===== src/rtl/cb_douta_router.sv =====
// Routes one L-lane cache-bank read word to the A, B or M operand port.
// The select is delayed by RD_LAT cycles to meet the returning read data, then mapped and registered.
module cb_douta_router #(
   parameter int unsigned X      = 4,
   parameter int unsigned Y      = 4,
   parameter int unsigned L      = 4,
   parameter int unsigned RSA_DW = 16,
   parameter int unsigned RD_LAT = 1,
   parameter int unsigned NEW_W  = 2,
   parameter int unsigned LK_W   = 1
) (
   input  logic                  clk,
   input  logic                  sys_rst_n,
   input  logic                  sel_vld,
   input  logic [3:0]            CB_douta_sel,
   input  logic [LK_W-1:0]       l_k,
   input  logic [L*RSA_DW-1:0]   CB_douta,
   input  logic                  err_clr,
   output logic [X*RSA_DW-1:0]   A_CB_douta,
   output logic [Y*RSA_DW-1:0]   B_CB_douta,
   output logic [X*RSA_DW-1:0]   M_CB_douta,
   output logic                  A_vld,
   output logic                  B_vld,
   output logic                  M_vld,
   output logic                  err_sticky
);

   localparam int unsigned NWIN = L / NEW_W;

   localparam logic [1:0] DIR_POS  = 2'b01;
   localparam logic [1:0] DIR_NEG  = 2'b10;
   localparam logic [1:0] DIR_NEW  = 2'b11;
   localparam logic [1:0] DEST_NONE = 2'b00;
   localparam logic [1:0] DEST_A    = 2'b01;
   localparam logic [1:0] DEST_B    = 2'b10;
   localparam logic [1:0] DEST_M    = 2'b11;

   logic                d_vld;
   logic [3:0]          d_sel;
   logic [LK_W-1:0]     d_lk;

   // Select delay line: aligns the select with the read data RD_LAT cycles later
   generate
      if (RD_LAT == 0) begin : g_no_dly
         assign d_vld = sel_vld;
         assign d_sel = CB_douta_sel;
         assign d_lk  = l_k;
      end else begin : g_dly
         logic            vld_q [RD_LAT];
         logic [3:0]      sel_q [RD_LAT];
         logic [LK_W-1:0] lk_q  [RD_LAT];

         always_ff @(posedge clk or negedge sys_rst_n) begin
            if (!sys_rst_n) begin
               for (int unsigned i = 0; i < RD_LAT; i++) begin
                  vld_q[i] <= 1'b0;
                  sel_q[i] <= 4'd0;
                  lk_q[i]  <= '0;
               end
            end else begin
               vld_q[0] <= sel_vld;
               sel_q[0] <= CB_douta_sel;
               lk_q[0]  <= l_k;
               for (int unsigned i = 1; i < RD_LAT; i++) begin
                  vld_q[i] <= vld_q[i-1];
                  sel_q[i] <= sel_q[i-1];
                  lk_q[i]  <= lk_q[i-1];
               end
            end
         end

         assign d_vld = vld_q[RD_LAT-1];
         assign d_sel = sel_q[RD_LAT-1];
         assign d_lk  = lk_q[RD_LAT-1];
      end
   endgenerate

   logic [1:0]          dest;
   logic [1:0]          dir;
   logic                route;
   logic                illegal;
   logic [RSA_DW-1:0]   lane [L];
   logic [RSA_DW-1:0]   m    [L];
   int unsigned         win;

   assign dest    = d_sel[3:2];
   assign dir     = d_sel[1:0];
   assign route   = d_vld && (dest != DEST_NONE);
   assign illegal = d_vld && (dest == DEST_NONE) && (dir != 2'b00);

   // Lane mapping; NEW picks window (l_k + 1) mod NWIN
   always_comb begin
      win = 0;
      for (int unsigned i = 0; i < L; i++) begin
         lane[i] = CB_douta[i*RSA_DW +: RSA_DW];
         m[i]    = '0;
      end
      win = (32'(d_lk) + 32'd1) % NWIN;
      case (dir)
         DIR_POS: for (int unsigned j = 0; j < L; j++) m[j] = lane[j];
         DIR_NEG: for (int unsigned j = 0; j < L; j++) m[j] = lane[L-1-j];
         DIR_NEW: begin
            for (int unsigned j = 0; j < NEW_W; j++) begin
               for (int unsigned i = 0; i < L; i++) begin
                  if (i == win * NEW_W + j) m[j] = lane[i];
               end
            end
         end
         default: ;
      endcase
   end

   logic [X*RSA_DW-1:0] map_x;
   logic [Y*RSA_DW-1:0] map_y;

   // Fit the mapped word to each port width: missing lanes read 0, extra lanes drop
   generate
      for (genvar j = 0; j < X; j++) begin : g_map_x
         if (j < L) begin : g_lane
            assign map_x[j*RSA_DW +: RSA_DW] = m[j];
         end else begin : g_zero
            assign map_x[j*RSA_DW +: RSA_DW] = '0;
         end
      end
      for (genvar j = 0; j < Y; j++) begin : g_map_y
         if (j < L) begin : g_lane
            assign map_y[j*RSA_DW +: RSA_DW] = m[j];
         end else begin : g_zero
            assign map_y[j*RSA_DW +: RSA_DW] = '0;
         end
      end
   endgenerate

   // Output registers; error set wins over clear
   always_ff @(posedge clk or negedge sys_rst_n) begin
      if (!sys_rst_n) begin
         A_CB_douta <= '0;
         B_CB_douta <= '0;
         M_CB_douta <= '0;
         A_vld      <= 1'b0;
         B_vld      <= 1'b0;
         M_vld      <= 1'b0;
         err_sticky <= 1'b0;
      end else begin
         A_vld      <= route && (dest == DEST_A);
         B_vld      <= route && (dest == DEST_B);
         M_vld      <= route && (dest == DEST_M);
         A_CB_douta <= (route && (dest == DEST_A)) ? map_x : '0;
         B_CB_douta <= (route && (dest == DEST_B)) ? map_y : '0;
         M_CB_douta <= (route && (dest == DEST_M)) ? map_x : '0;
         if (illegal)
            err_sticky <= 1'b1;
         else if (err_clr)
            err_sticky <= 1'b0;
      end
   end

endmodule


===== config.mk =====
export PLATFORM = sky130hd
export DESIGN_NAME = cb_douta_router
export DESIGN_NICKNAME = d
export VERILOG_FILES = /design/src/rtl/cb_douta_router.sv
export SDC_FILE = /design/constraint.sdc
export NUM_CORES = 1
export LEC_CHECK = 0
export ABC_AREA = 1
export CAP_MARGIN = 20
export CORE_MARGIN = 3
export CORE_UTILIZATION = 50
export DETAILED_ROUTE_END_ITERATION = 7
export PLACE_DENSITY = 0.9
export SLEW_MARGIN = 25
export SYNTH_ARGS = -nofsm -noshare
export SYNTH_HDL_FRONTEND = slang
export SYNTH_SLANG_ARGS = --single-unit

===== constraint.sdc =====
create_clock -name clk -period 3.35 [get_ports clk]
set_input_delay 0.5025 -clock clk [delete_from_list [all_inputs] [get_ports clk]]
set_output_delay 0.5025 -clock clk [all_outputs]
set_load 0.01 [all_outputs]

# Yosys cells after proc, flatten, opt, wreduce, memory -nomap -nowiden
# Cells that the tools add are included.
[word_totals]
reg_bits = 202
latchBits = 0
mem_bits_rw = 0
romBits = 0
input_bits = 73
out_inout_bits = 196
mem_count = 0
[op_classes]
add_sub_neg = 2
n_mul = 0
div = 0
order_cmp = 0
n_eq_ne = 9
n_shift = 0
muxes = 13
bitwise = 0
n_reduce_logical = 12
[ops]
columns = ["op", "count"]
rows = [
  ["$mux 64", 3],
  ["$mux 16", 6],
  ["$pmux 32 s3", 1],
  ["$logic_not 32->1", 2],
  ["$pmux 32 s2", 1],
  ["$eq 1x32->1 const A", 1],
  ["$eq 2x32->1 const A", 1],
  ["$eq 2x2->1 const B", 4],
  ["$logic_and 1x1->1", 6],
  ["$reduce_bool 2->1", 3],
  ["$eq 2x1->1 const B", 2],
  ["$add 2x1->3 const B", 1],
  ["$eq 2x3->1 const A", 1],
  ["$logic_not 2->1", 1],
  ["$mux 1", 2],
  ["$add 1x1->1 const B", 1],
]

# Depth between registers and ports, before layout
# Gate-level depths: netlist of the first run.
[logic_depth]
depth_word = 9
mapped_depth = 10
mapped_depth_nobuf = 8

# Least setup slack after synthesis of the first run
# OpenSTA, ideal clock, no wires.
[synth_path]
kind = "register to register"
from = "reg g_dly.sel_q (netlist bit d_sel[0])"
to = "reg M_CB_douta[23]"
setup_time_ps = 132
arrival_ps = 1159
required_time_ps = 3218
path_slack_ps = 2059
stages_incl_launch_ff = 11
path_buffers = 2
path_cell_list = "dfrtp_1 > inv_1 > ha_1 > buf_6 > buf_12 > nand2_2 > nand2_1 > inv_1 > nand2_1 > nand2_2 > nor2_1"
[synth_between]
elab_chain_len = 3
[synth_lines]
columns = ["item", "line", "text"]
rows = [
  ["from (decl)", "50", "logic [3:0] sel_q [RD_LAT];"],
  ["from (signal, indexed assignment)", "66", "sel_q[i] <= sel_q[i-1];"],
  ["$eq 2x2->1 or $eq 2x1->1 (tied branches)", "99", "case (dir)"],
  ["$pmux 32 s3 (*)", "99", ""],
  ["$mux 64 (*)", "150", "M_CB_douta <= (route && (dest == DEST_M)) ? map_x : '0;"],
  ["to (signal assigned)", "150", ""],
  ["to (decl)", "21", "output logic [X*RSA_DW-1:0] M_CB_douta,"],
]
# Mark *: on every way between the ends. The rest lies on a longest branch, timed or not.
# A chain may end at the register's enable or synchronous reset.

# Worst setup path after layout of the first run
[layout_path]
from = "reg g_dly.sel_q (netlist bit d_sel[0])"
to = "reg M_CB_douta[11]"
# The elaborated chain is that of the path after synthesis.

==> results of run 1 <==
[layout make-up]
cell class | count | area, µm²
multi-input combinational | 553 | 2340
inverter | 107 | 404
sequential | 202 | 5050
tap | 216 | 270
timing repair buffer | 282 | 2800
fill | 1128 | 4290
clock buffer | 25 | 571
clock inverter | 9 | 153
[through the flow]
stage | cell area [µm²] | total power, mW | instances | util
floorplan | 8150 | 2.84 | 913 | -
global placement | 10900 | 3.15 | 1360 | 0.684
detailed placement | 10900 | 3.16 | 1360 | 0.684
CTS | 11600 | 5.59 | 1394 | 0.730
global route | 11600 | 5.74 | 1394 | 0.730
finish | 11600 | 5.56 | 1394 | 0.730
[metal layers]
layer | up-vias | track usage | wire length [µm]
li1 | 3178 | - | -
met2 | 376 | 0.489 | 12700
met1 | 3300 | 0.345 | 9320
met4 | 2 | 0.115 | 1160
met3 | 72 | 0.0857 | 2700
met5 | - | 0 | 13
[cell families (layout without fill, tap and decap cells)]
family,Yosys count,after routing
buf+inv,158,423
flops,202,202
compound gates,33,33
simple gates,516,516
fa+ha+maj,4,4
[worst reg2reg max path: cells and delay by family, from the launching register on]
kind / cells / cell delay (ns)
adders and majority gates: 1 / 0.68
buffers and inverters: 3 / 0.53
DFF: 1 / 0.40
and+or+nand+nor: 5 / 0.45
[state kept, by name (all words and copies together) (netlist names)]
name        cells
A_vld           1
d_vld           1
M_vld           1
d_sel           4
d_lk            1
A_CB_douta     64
B_vld           1
err_sticky      1
M_CB_douta     64
B_CB_douta     64
[Yosys cell counts, drive strengths merged]
master	number	share of area
nand4	1	0.00077
clkbuf	6	0.0028
nand3	35	0.022
buf	45	0.042
nand2	288	0.15
dfrtp	202	0.62
nor2	192	0.088
inv	107	0.050
ha	4	0.0061
o21ai	33	0.020
[power breakdown]
group,internal (mW),switching [mW]
combinational,0.234,0.388
sequential,2.48,0.0165
clock,1.52,0.926
total,4.23,1.33
[worst max path at each step]
stage / cells after the start / slack, ns / endpoint / from
after floorplan: 10 / 2.06 / M_CB_douta[23]$_DFF_PN0_ / d_sel[0]$_DFF_PN0_
after global placement: 9 / 1.28 / M_CB_douta[10]$_DFF_PN0_ / d_sel[0]$_DFF_PN0_
after detailed placement: 9 / 1.24 / M_CB_douta[10]$_DFF_PN0_ / d_sel[0]$_DFF_PN0_
after CTS: 7 / 1.22 / B_CB_douta[59]$_DFF_PN0_ / d_sel[0]$_DFF_PN0_
after global routing: 7 / 1.04 / B_CB_douta[59]$_DFF_PN0_ / d_sel[0]$_DFF_PN0_
final: 9 / 1.22 / M_CB_douta[11]$_DFF_PN0_ / d_sel[0]$_DFF_PN0_
==> results.py, run 1 <==
metrics = {
    "status": {
        "run_status": "finished, final reports clean",
    },
    "sta": {
        "holdWs_ns": 0.0943,
        "setup_total_negative_slack_ns": 0,
        "maxClockFrequency_ghz": 0.469,
        "crit_path_time_final_ns": 2.13,
        "fin_crit_sh": 0.637,
        "setup-violations-final": 0,
        "rsz0062_at_grt": "no",
        "layout_setup_ws_ns": 1.22,
        "final-hold-violation-count": 0,
        "worst_clock_skew_ns": 0.00741,
        "worst_pin_slew_ns": 0.894,
        "slew_viol_final": 0,
        "worst_slew_margin_rel": 0.403,
    },
    "setup_path": {
        "critical-path-max-stage-delay_ns": 0.68,
        "regToRegStartpoint": "d_sel[0]$_DFF_PN0_",
        "cp_cell_sequence": "inv_1 -> ha_2 -> buf_4 -> nand2_2 -> nand2_1 -> inv_1 -> nand2_1 -> nand2_2 -> nor2_1",
        "critPathMaxFanout": 34,
        "r2r-end": "M_CB_douta[11]$_DFF_PN0_",
        "crit_slowest_cell": "sky130_fd_sc_hd__ha_2",
        "worst-endpoint-arrival_ns": 2.53,
        "worst-path-buf-inv": 3,
        "reg2reg_depth": 9,
        "r2r_slack_ns": 1.22,
        "cp_required_ns": 3.75,
        "path_delay_family": "adder cells",
        "kind_of_critical_path": "flip-flop to flip-flop",
        "setup.worst_path.start_class": "flip-flop",
        "worst_setup_path_end_kind": "flip-flop",
    },
    "drt": {
        "dr_total_vias": 6928,
        "drt_iter0_drc": 519,
        "route.detailed.drc": 0,
        "avgRoutedWirePerCell_um": 18.6,
        "vias_per_cell": 4.97,
        "drt_pre_antenna_iters": 5,
        "total_wire_length_after_detailed_routing_um": 25900,
        "route.antenna.remaining_nets": 0,
    },
    "yosys": {
        "synth_adder_area_share": 0.00614,
        "synthMuxAreaShare": 0,
        "synth-simple-area-share": 0.258,
        "synth_cell_types": 17,
        "largest_family_of_logic_cells_by_synthesized_area": "simple AND/OR/NAND/NOR gates",
        "synth-compound-area-share": 0.0203,
        "postSynthRegisterBits": 202,
        "syn_area_per_cell_um2": 8.92,
        "syn_area_um2": 8150,
        "yosys_warnings": 0,
        "sequential_to_total_area_share_from_yosys_stat": 0.621,
        "syn-num-nets": 990,
        "post_synth_xor_area_fraction": 0,
        "post_synth_inst_count": 913,
    },
    "floorplan": {
        "design.die.area_um2": 17900,
        "die_width_um": 134,
        "core.rowCount": 46,
        "boundaryPins": 269,
        "die_height_um": 134,
        "fp.coreArea_um2": 15900,
        "initial_utilization": 0.513,
    },
    "placement": {
        "gpl.final_weighted_congestion": 0.864,
        "total_of_buffers_placed_on_input_and_output_ports": 268,
        "placement.setup.worst_slack_ns": 1.24,
        "sum_of_net_half_perimeters_after_detailed_placement_um": 18200,
    },
    "clocking": {
        "cts_hold_buf": 0,
        "cts_tree": "yes",
        "clk_latency_ns": 0.48,
        "htree_num_levels": 1,
        "clock-sinks": 202,
        "post_cts.resized_instances": 0,
        "clk_pin_slew_worst_paths_ns": 0.06,
        "max-clock-path-buffers": 3,
        "postCtsSetupRepairBufs": 0,
        "cts-buffers-inserted": 20,
        "cts-root-buf": "sky130_fd_sc_hd__clkbuf_16",
    },
    "grt": {
        "grt_pass1_vias": 7040,
        "wire_length_of_the_first_global_routing_pass_um": 39800,
        "grt_overflow_total": 0,
        "grt_start_max_net_pins": 100,
        "antenna_found_initial": 1,
        "grt_usage": 0.287,
    },
    "finish": {
        "nNetsFinal": 1243,
        "final_layout_size_suffix_gt1_frac": 0.0874,
        "layout_common_cells": "sky130_fd_sc_hd__clkdlybuf4s50_1, sky130_fd_sc_hd__nand2_1, sky130_fd_sc_hd__dfrtp_1",
        "most_common_library_cell_in_the_layout_ignoring_fill_and_taps": "sky130_fd_sc_hd__clkdlybuf4s50_1",
        "area_growth_syn_to_fin_pct": 42.3,
        "insertedDiodeCount": 0,
    },
    "hold_path": {
        "min-delay-path-class": "input port to asynchronous set/reset pin",
    },
    "power": {
        "powerDensity_nw_per_um2": 480,
        "p_leak_nw": 5.74,
        "ir_drop_mv": 0.435,
    },
    "run": {
        "cap_violations": 0,
    },
}
(Power assumes the default switching activity.)
==> run 2, diff against run 1 <==
CORE_UTILIZATION = 42   (was 50)
PLACE_DENSITY = 0.81   (was 0.9)
clock period = 1.8 ns   (was 3.35 ns; I/O delays follow)
==> run 2 against run 1 <==
  * Register-to-register slack worse by 1.1 ns
  * Sequential share of layout area down 1.2 points
  * Count of clock-buffer cells in the layout up 4
  * Largest cell class unchanged
  * Highest routed layer is now met4
==> results.py, run 2 (synthesized netlist as in run 1, its figures left out) <==
metrics = {
    "finish": {
        "final_layout_size_suffix_gt1_frac": 0.101,
        "area_growth_syn_to_fin_pct": 46.3,
        "layout_common_cells": "sky130_fd_sc_hd__clkdlybuf4s50_1, sky130_fd_sc_hd__nand2_1, sky130_fd_sc_hd__dfrtp_1",
        "final-instance-count-excl-fill": 1464,
        "reg.largest.list": "A_CB_douta (64), B_CB_douta (64), M_CB_douta (64)",
        "layout.filler_cells": 1559,
        "most_common_library_cell_in_the_layout_ignoring_fill_and_taps": "sky130_fd_sc_hd__clkdlybuf4s50_1",
        "nNetsFinal": 1264,
    },
    "placement": {
        "placedCellCount": 1423,
        "sum_of_net_half_perimeters_after_detailed_placement_um": 19100,
        "gpl.final_weighted_congestion": 0.838,
        "total_of_buffers_placed_on_input_and_output_ports": 268,
    },
    "floorplan": {
        "fp.coreArea_um2": 18900,
        "initial_utilization": 0.431,
        "boundaryPins": 269,
        "die_width_um": 145,
        "design.die.area_um2": 21100,
        "core.rowCount": 50,
        "die_height_um": 145,
    },
    "sta": {
        "fin_crit_sh": 0.968,
        "setup_total_negative_slack_ns": 0,
        "worst_pin_slew_ns": 0.523,
        "slew_viol_final": 0,
        "maxClockFrequency_ghz": 0.574,
        "crit_path_time_final_ns": 1.74,
        "worst_slew_margin_rel": 0.651,
        "rsz0062_at_grt": "no",
        "final-hold-violation-count": 0,
        "setup-violations-final": 0,
        "holdWs_ns": 0.211,
        "worst_clock_skew_ns": 0.0135,
    },
    "drt": {
        "route.detailed.drc": 0,
        "route.antenna.remaining_nets": 0,
        "vias_per_cell": 4.67,
        "drt_pre_antenna_iters": 5,
        "total_wire_length_after_detailed_routing_um": 26000,
        "drt_iter0_drc": 488,
        "dr_total_vias": 6835,
        "avgRoutedWirePerCell_um": 17.8,
    },
    "power": {
        "p_leak_nw": 5.93,
        "powerDensity_nw_per_um2": 879,
        "ir_drop_mv": 0.906,
        "fin_total_pwr_mw": 10.5,
    },
    "run": {
        "cap_violations": 0,
    },
    "grt": {
        "grt_pass1_vias": 7019,
        "grt_start_max_net_pins": 55,
        "grt_overflow_total": 0,
        "antenna_found_initial": 2,
        "grt_usage": 0.245,
        "wire_length_of_the_first_global_routing_pass_um": 40600,
    },
    "setup_path": {
        "regToRegStartpoint": "d_sel[1]$_DFF_PN0_",
        "crit_slowest_cell": "sky130_fd_sc_hd__clkdlybuf4s50_1",
        "cp_required_ns": 1.53,
        "reg2reg_depth": 7,
        "r2r_slack_ns": 0.12,
        "worst-endpoint-arrival_ns": 1.47,
        "setup.worst_path.start_class": "flip-flop",
        "path_delay_family": "buffers and inverters",
        "cp_cell_sequence": "clkdlybuf4s50_1",
        "critPathMaxFanout": 1,
        "r2r-end": "B_CB_douta[36]$_DFF_PN0_",
        "worst-path-buf-inv": 1,
        "critical-path-max-stage-delay_ns": 0.59,
        "worst_setup_path_end_kind": "primary output",
        "kind_of_critical_path": "flip-flop to primary output",
    },
    "status": {
        "run_status": "finished, final reports clean",
    },
    "clocking": {
        "cts_tree": "yes",
        "max-clock-path-buffers": 3,
        "clock-sinks": 202,
        "cts-root-buf": "sky130_fd_sc_hd__clkbuf_16",
        "clk_pin_slew_worst_paths_ns": 0.06,
        "htree_num_levels": 1,
        "cts-buffers-inserted": 21,
        "clk_latency_ns": 0.50,
    },
    "hold_path": {
        "whs_path_depth": 1,
        "worst_hold_path.endpoint": "d_lk$_DFF_PN0_",
        "min-delay-path-class": "input port to flip-flop",
        "hold_start": "l_k",
    },
}
-- run 2: cell count changes in the layout (fill, tap and decap cells not counted), sizes merged --
| cell | change |
|---|---|
| buf | +19 |
| dlygate4sd3 | +1 |
| clkbuf | +4 |
| dlymetal6s2s | +3 |
| dlygate4sd2 | +1 |
| diode | +2 |
| clkdlybuf4s50 | -4 |
-- run 2: what timing repair did --
item	in CTS	in global routing
setup endpoints to repair	1	3
resized for setup	1	3
buffers inserted	0	0
hold buffers	1	0
hold endpoints to repair	48	0
-- run 2: worst max-delay path by stage --
stage / startpoint / endpoint / cells past startpoint
CTS: B_CB_douta[8]$_DFF_PN0_ / B_CB_douta[8] / 1
global route: A_CB_douta[8]$_DFF_PN0_ / A_CB_douta[8] / 1
floorplan: d_sel[0]$_DFF_PN0_ / M_CB_douta[23]$_DFF_PN0_ / 10
global placement: d_sel[0]$_DFF_PN0_ / A_CB_douta[45]$_DFF_PN0_ / 7
finish: A_CB_douta[8]$_DFF_PN0_ / A_CB_douta[8] / 1
detailed placement: d_sel[1]$_DFF_PN0_ / B_CB_douta[36]$_DFF_PN0_ / 7
-- run 2: cell type report --
| cell class | count | area, µm² | share of cell area |
|---|---|---|---|
| Multi-Input combinational cell | 553 | 2340 | 0.196 |
| Tap cell | 260 | 325 | 0.0273 |
| Timing Repair Buffer | 302 | 3050 | 0.256 |
| Antenna cell | 2 | 5.00 | 0.000420 |
| Clock buffer | 29 | 586 | 0.0491 |
| Inverter | 107 | 404 | 0.0339 |
| Sequential cell | 202 | 5050 | 0.424 |
| Clock inverter | 9 | 153 | 0.0128 |
-- run 2: routing by layer --
layer / share of wire / track usage
met3: 0.097 / 0.0865
met5: 0 / 0
met1: 0.40 / 0.305
met2: 0.47 / 0.407
met4: 0.031 / 0.0717
-- run 2: stage by stage --
stage	cell area (µm²)	worst slack, ns	utilization
after CTS	11900	0.0163	0.630
after global placement	11200	0.254	0.590
final	11900	0.0570	0.631
after global routing	11900	0.00546	0.631
after detailed placement	11200	0.168	0.590
after floorplan	8150	0.509	-
-- run 2: report_power, final --
part	total [mW]	switching, mW	internal, mW
sequential	4.66	0.0350	4.62
clock	4.62	1.76	2.86
combinational	1.20	0.715	0.482
total	10.5	2.51	7.96
==> run 3, diff against run 2 <==
clock period = 1.5 ns   (was 1.8 ns; I/O delays follow)
==> run 3 against run 2 <==
  * Non-clock buffer count increased by 2
  * Die area stayed put
  * Total power is 18% higher
  * Global-route usage down 0.17 points
  * Cell area fell by 0.41%
  * Cell count unchanged
  * Hold slack got worse by 0.046 ns
  * Wire length up 0.64%
  * Count of clock-buffer cells in the layout decreased by 1
  * Critical endpoint unchanged
==> results.py, run 3 (synthesized netlist as in run 1, its figures left out) <==
metrics = {
    "drt": {
        "route.antenna.remaining_nets": 0,
        "top_layer_used": "met4",
        "route.detailed.drc": 0,
        "drt_iter0_drc": 558,
        "drt_pre_antenna_iters": 5,
        "drt-met1-wl_um": 10600,
        "route.met2.wl_um": 12300,
        "dr_total_vias": 6929,
        "met3_wirelength_um": 2500,
        "avgRoutedWirePerCell_um": 17.9,
        "total_wire_length_after_detailed_routing_um": 26200,
        "vias_per_cell": 4.73,
    },
    "grt": {
        "wire_length_of_the_first_global_routing_pass_um": 40300,
        "grt_usage": 0.244,
        "grt_start_max_net_pins": 66,
        "grt_pass1_vias": 6961,
        "grt_overflow_total": 0,
        "antenna_found_initial": 3,
    },
    "setup_path": {
        "worst_setup_path_end_kind": "primary output",
        "worst-endpoint-arrival_ns": 1.26,
        "worst-path-buf-inv": 1,
        "path_delay_family": "flip-flops",
        "cp_cell_sequence": "dlygate4sd2_1",
        "regToRegStartpoint": "d_sel[1]$_DFF_PN0_",
        "crit_path_start": "A_CB_douta[8]$_DFF_PN0_",
        "cp.depth": 1,
        "critical-path-max-stage-delay_ns": 0.45,
        "cp_required_ns": 1.27,
        "crit_slowest_cell": "sky130_fd_sc_hd__dfrtp_1",
        "kind_of_critical_path": "flip-flop to primary output",
        "r2r-end": "A_CB_douta[36]$_DFF_PN0_",
        "reg2reg_depth": 7,
        "setup.worst_path.start_class": "flip-flop",
        "r2r_slack_ns": 0.02,
        "critPathMaxFanout": 1,
    },
    "finish": {
        "nNetsFinal": 1266,
        "layout.filler_cells": 1593,
        "layout_common_cells": "sky130_fd_sc_hd__nand2_1, sky130_fd_sc_hd__dfrtp_1, sky130_fd_sc_hd__dlygate4sd2_1",
        "reg.largest.list": "A_CB_douta (64), B_CB_douta (64), M_CB_douta (64)",
        "most_common_library_cell_in_the_layout_ignoring_fill_and_taps": "sky130_fd_sc_hd__nand2_1",
        "area_growth_syn_to_fin_pct": 45.7,
        "final_layout_size_suffix_gt1_frac": 0.136,
        "stdcell_area_um2": 11900,
    },
    "run": {
        "cap_violations": 0,
    },
    "hold_path": {
        "hold_start": "CB_douta_sel[0]",
        "whs_path_depth": 1,
        "worst_hold_path.endpoint": "d_sel[0]$_DFF_PN0_",
        "min-delay-path-class": "input port to flip-flop",
    },
    "sta": {
        "final-hold-violation-count": 0,
        "worst_slew_margin_rel": 0.752,
        "worst_clock_skew_ns": 0.00937,
        "setup-violations-final": 0,
        "slew_viol_final": 0,
        "layout_setup_ws_ns": 0.0115,
        "maxClockFrequency_ghz": 0.672,
        "rsz0062_at_grt": "yes",
        "fin_crit_sh": 0.992,
        "crit_path_time_final_ns": 1.49,
        "worst_pin_slew_ns": 0.371,
    },
    "floorplan": {
        "core.rowCount": 50,
        "fp.coreArea_um2": 18900,
        "design.die.area_um2": 21100,
        "die_height_um": 145,
        "initial_utilization": 0.431,
        "boundaryPins": 269,
        "die_width_um": 145,
    },
    "power": {
        "comb_power_share": 0.119,
        "ir_drop_mv": 0.880,
        "powerDensity_nw_per_um2": 1040,
        "power.switching_mw": 3.05,
        "p_leak_nw": 6.82,
        "fin_total_pwr_mw": 12.4,
        "share_seq_of_total_power": 0.452,
        "clkPwrFrac": 0.430,
        "power.internal_mw": 9.32,
        "swShare": 0.246,
    },
    "placement": {
        "sum_of_net_half_perimeters_after_detailed_placement_um": 18800,
        "placed_area_um2": 11200,
        "gpl.final_weighted_congestion": 0.842,
        "total_of_buffers_placed_on_input_and_output_ports": 268,
        "placement.setup.worst_slack_ns": -0.0750,
    },
    "clocking": {
        "clock-sinks": 202,
        "htree_num_levels": 1,
        "cts-buffers-inserted": 21,
        "cts_tree": "yes",
        "clk_pin_slew_worst_paths_ns": 0.06,
        "max-clock-path-buffers": 3,
        "cts-root-buf": "sky130_fd_sc_hd__clkbuf_16",
        "clk_latency_ns": 0.50,
        "postCtsSetupRepairBufs": 0,
    },
    "status": {
        "run_status": "finished, final reports clean",
    },
}
[run 3: changes by cell type in the layout (fill, tap and decap cells not counted), sizes merged, moves of 2 or more]
cell / delta
clkinvlp: +3
dlygate4sd2: +192
clkdlybuf4s15: +3
dlymetal6s2s: -3
bufinv: -2
clkinv: -2
buf: +2
clkdlybuf4s50: -192
[run 3: repair_timing]
action,CTS,global route
hold endpoints to repair,79,0
pin swaps,1,3
endpoints found under the setup margin,280,157
cloned,1,1
hold buffers,1,0
gates resized for setup,208,47
[run 3: cell type report]
type                       instances  area, µm²  area share
multi-input combinational        553       2460       0.207
antenna                            2       5.00    0.000422
inverter                         107        404      0.0341
timing repair buffer             304       2900       0.245
tap                              260        325      0.0274
sequential                       202       5060       0.426
clock inverter                     8        101     0.00854
clock buffer                      28        612      0.0516
[run 3: per-layer routing]
layer	vias to the layer above	GRT usage
met4	0	0.0660
li1	3240	-
met3	49	0.0821
met1	3322	0.310
met5	-	0
met2	318	0.402
[run 3: how the worst max path moves through the flow]
stage / endpoint / slack [ns]
6_report: A_CB_douta[8] / 0.01
5_1_grt: A_CB_douta[14]$_DFF_PN0_ / -0.05
4_1_cts: B_CB_douta[13]$_DFF_PN0_ / -0.004
3_5_place_dp: A_CB_douta[4]$_DFF_PN0_ / -0.08
3_3_place_gp: A_CB_douta[4]$_DFF_PN0_ / 0.006
2_1_floorplan: M_CB_douta[23]$_DFF_PN0_ / 0.21
[run 3: stage by stage]
| stage | utilization | setup TNS (ns) | hold slack (ns) | cells |
|---|---|---|---|---|
| 2_1_floorplan | - | 0 | -0.0706 | 913 |
| 3_3_place_gp | 0.591 | 0 | 0.176 | 1423 |
| 3_5_place_dp | 0.591 | -0.511 | 0.176 | 1423 |
| 4_1_cts | 0.620 | -0.00913 | 0.147 | 1461 |
| 5_1_grt | 0.628 | -0.788 | 0.152 | 1464 |
| 6_report | 0.628 | 0 | 0.165 | 1464 |
[run 3: power groups by stage]
stage	registers, mW	clock network, mW	logic, mW
after global routing	5.59	5.63	1.61
after CTS	5.59	5.41	1.42
after detailed placement	5.69	0	1.44
after floorplan	5.72	0	0.626
final	5.59	5.31	1.47
after global placement	5.69	0	1.42
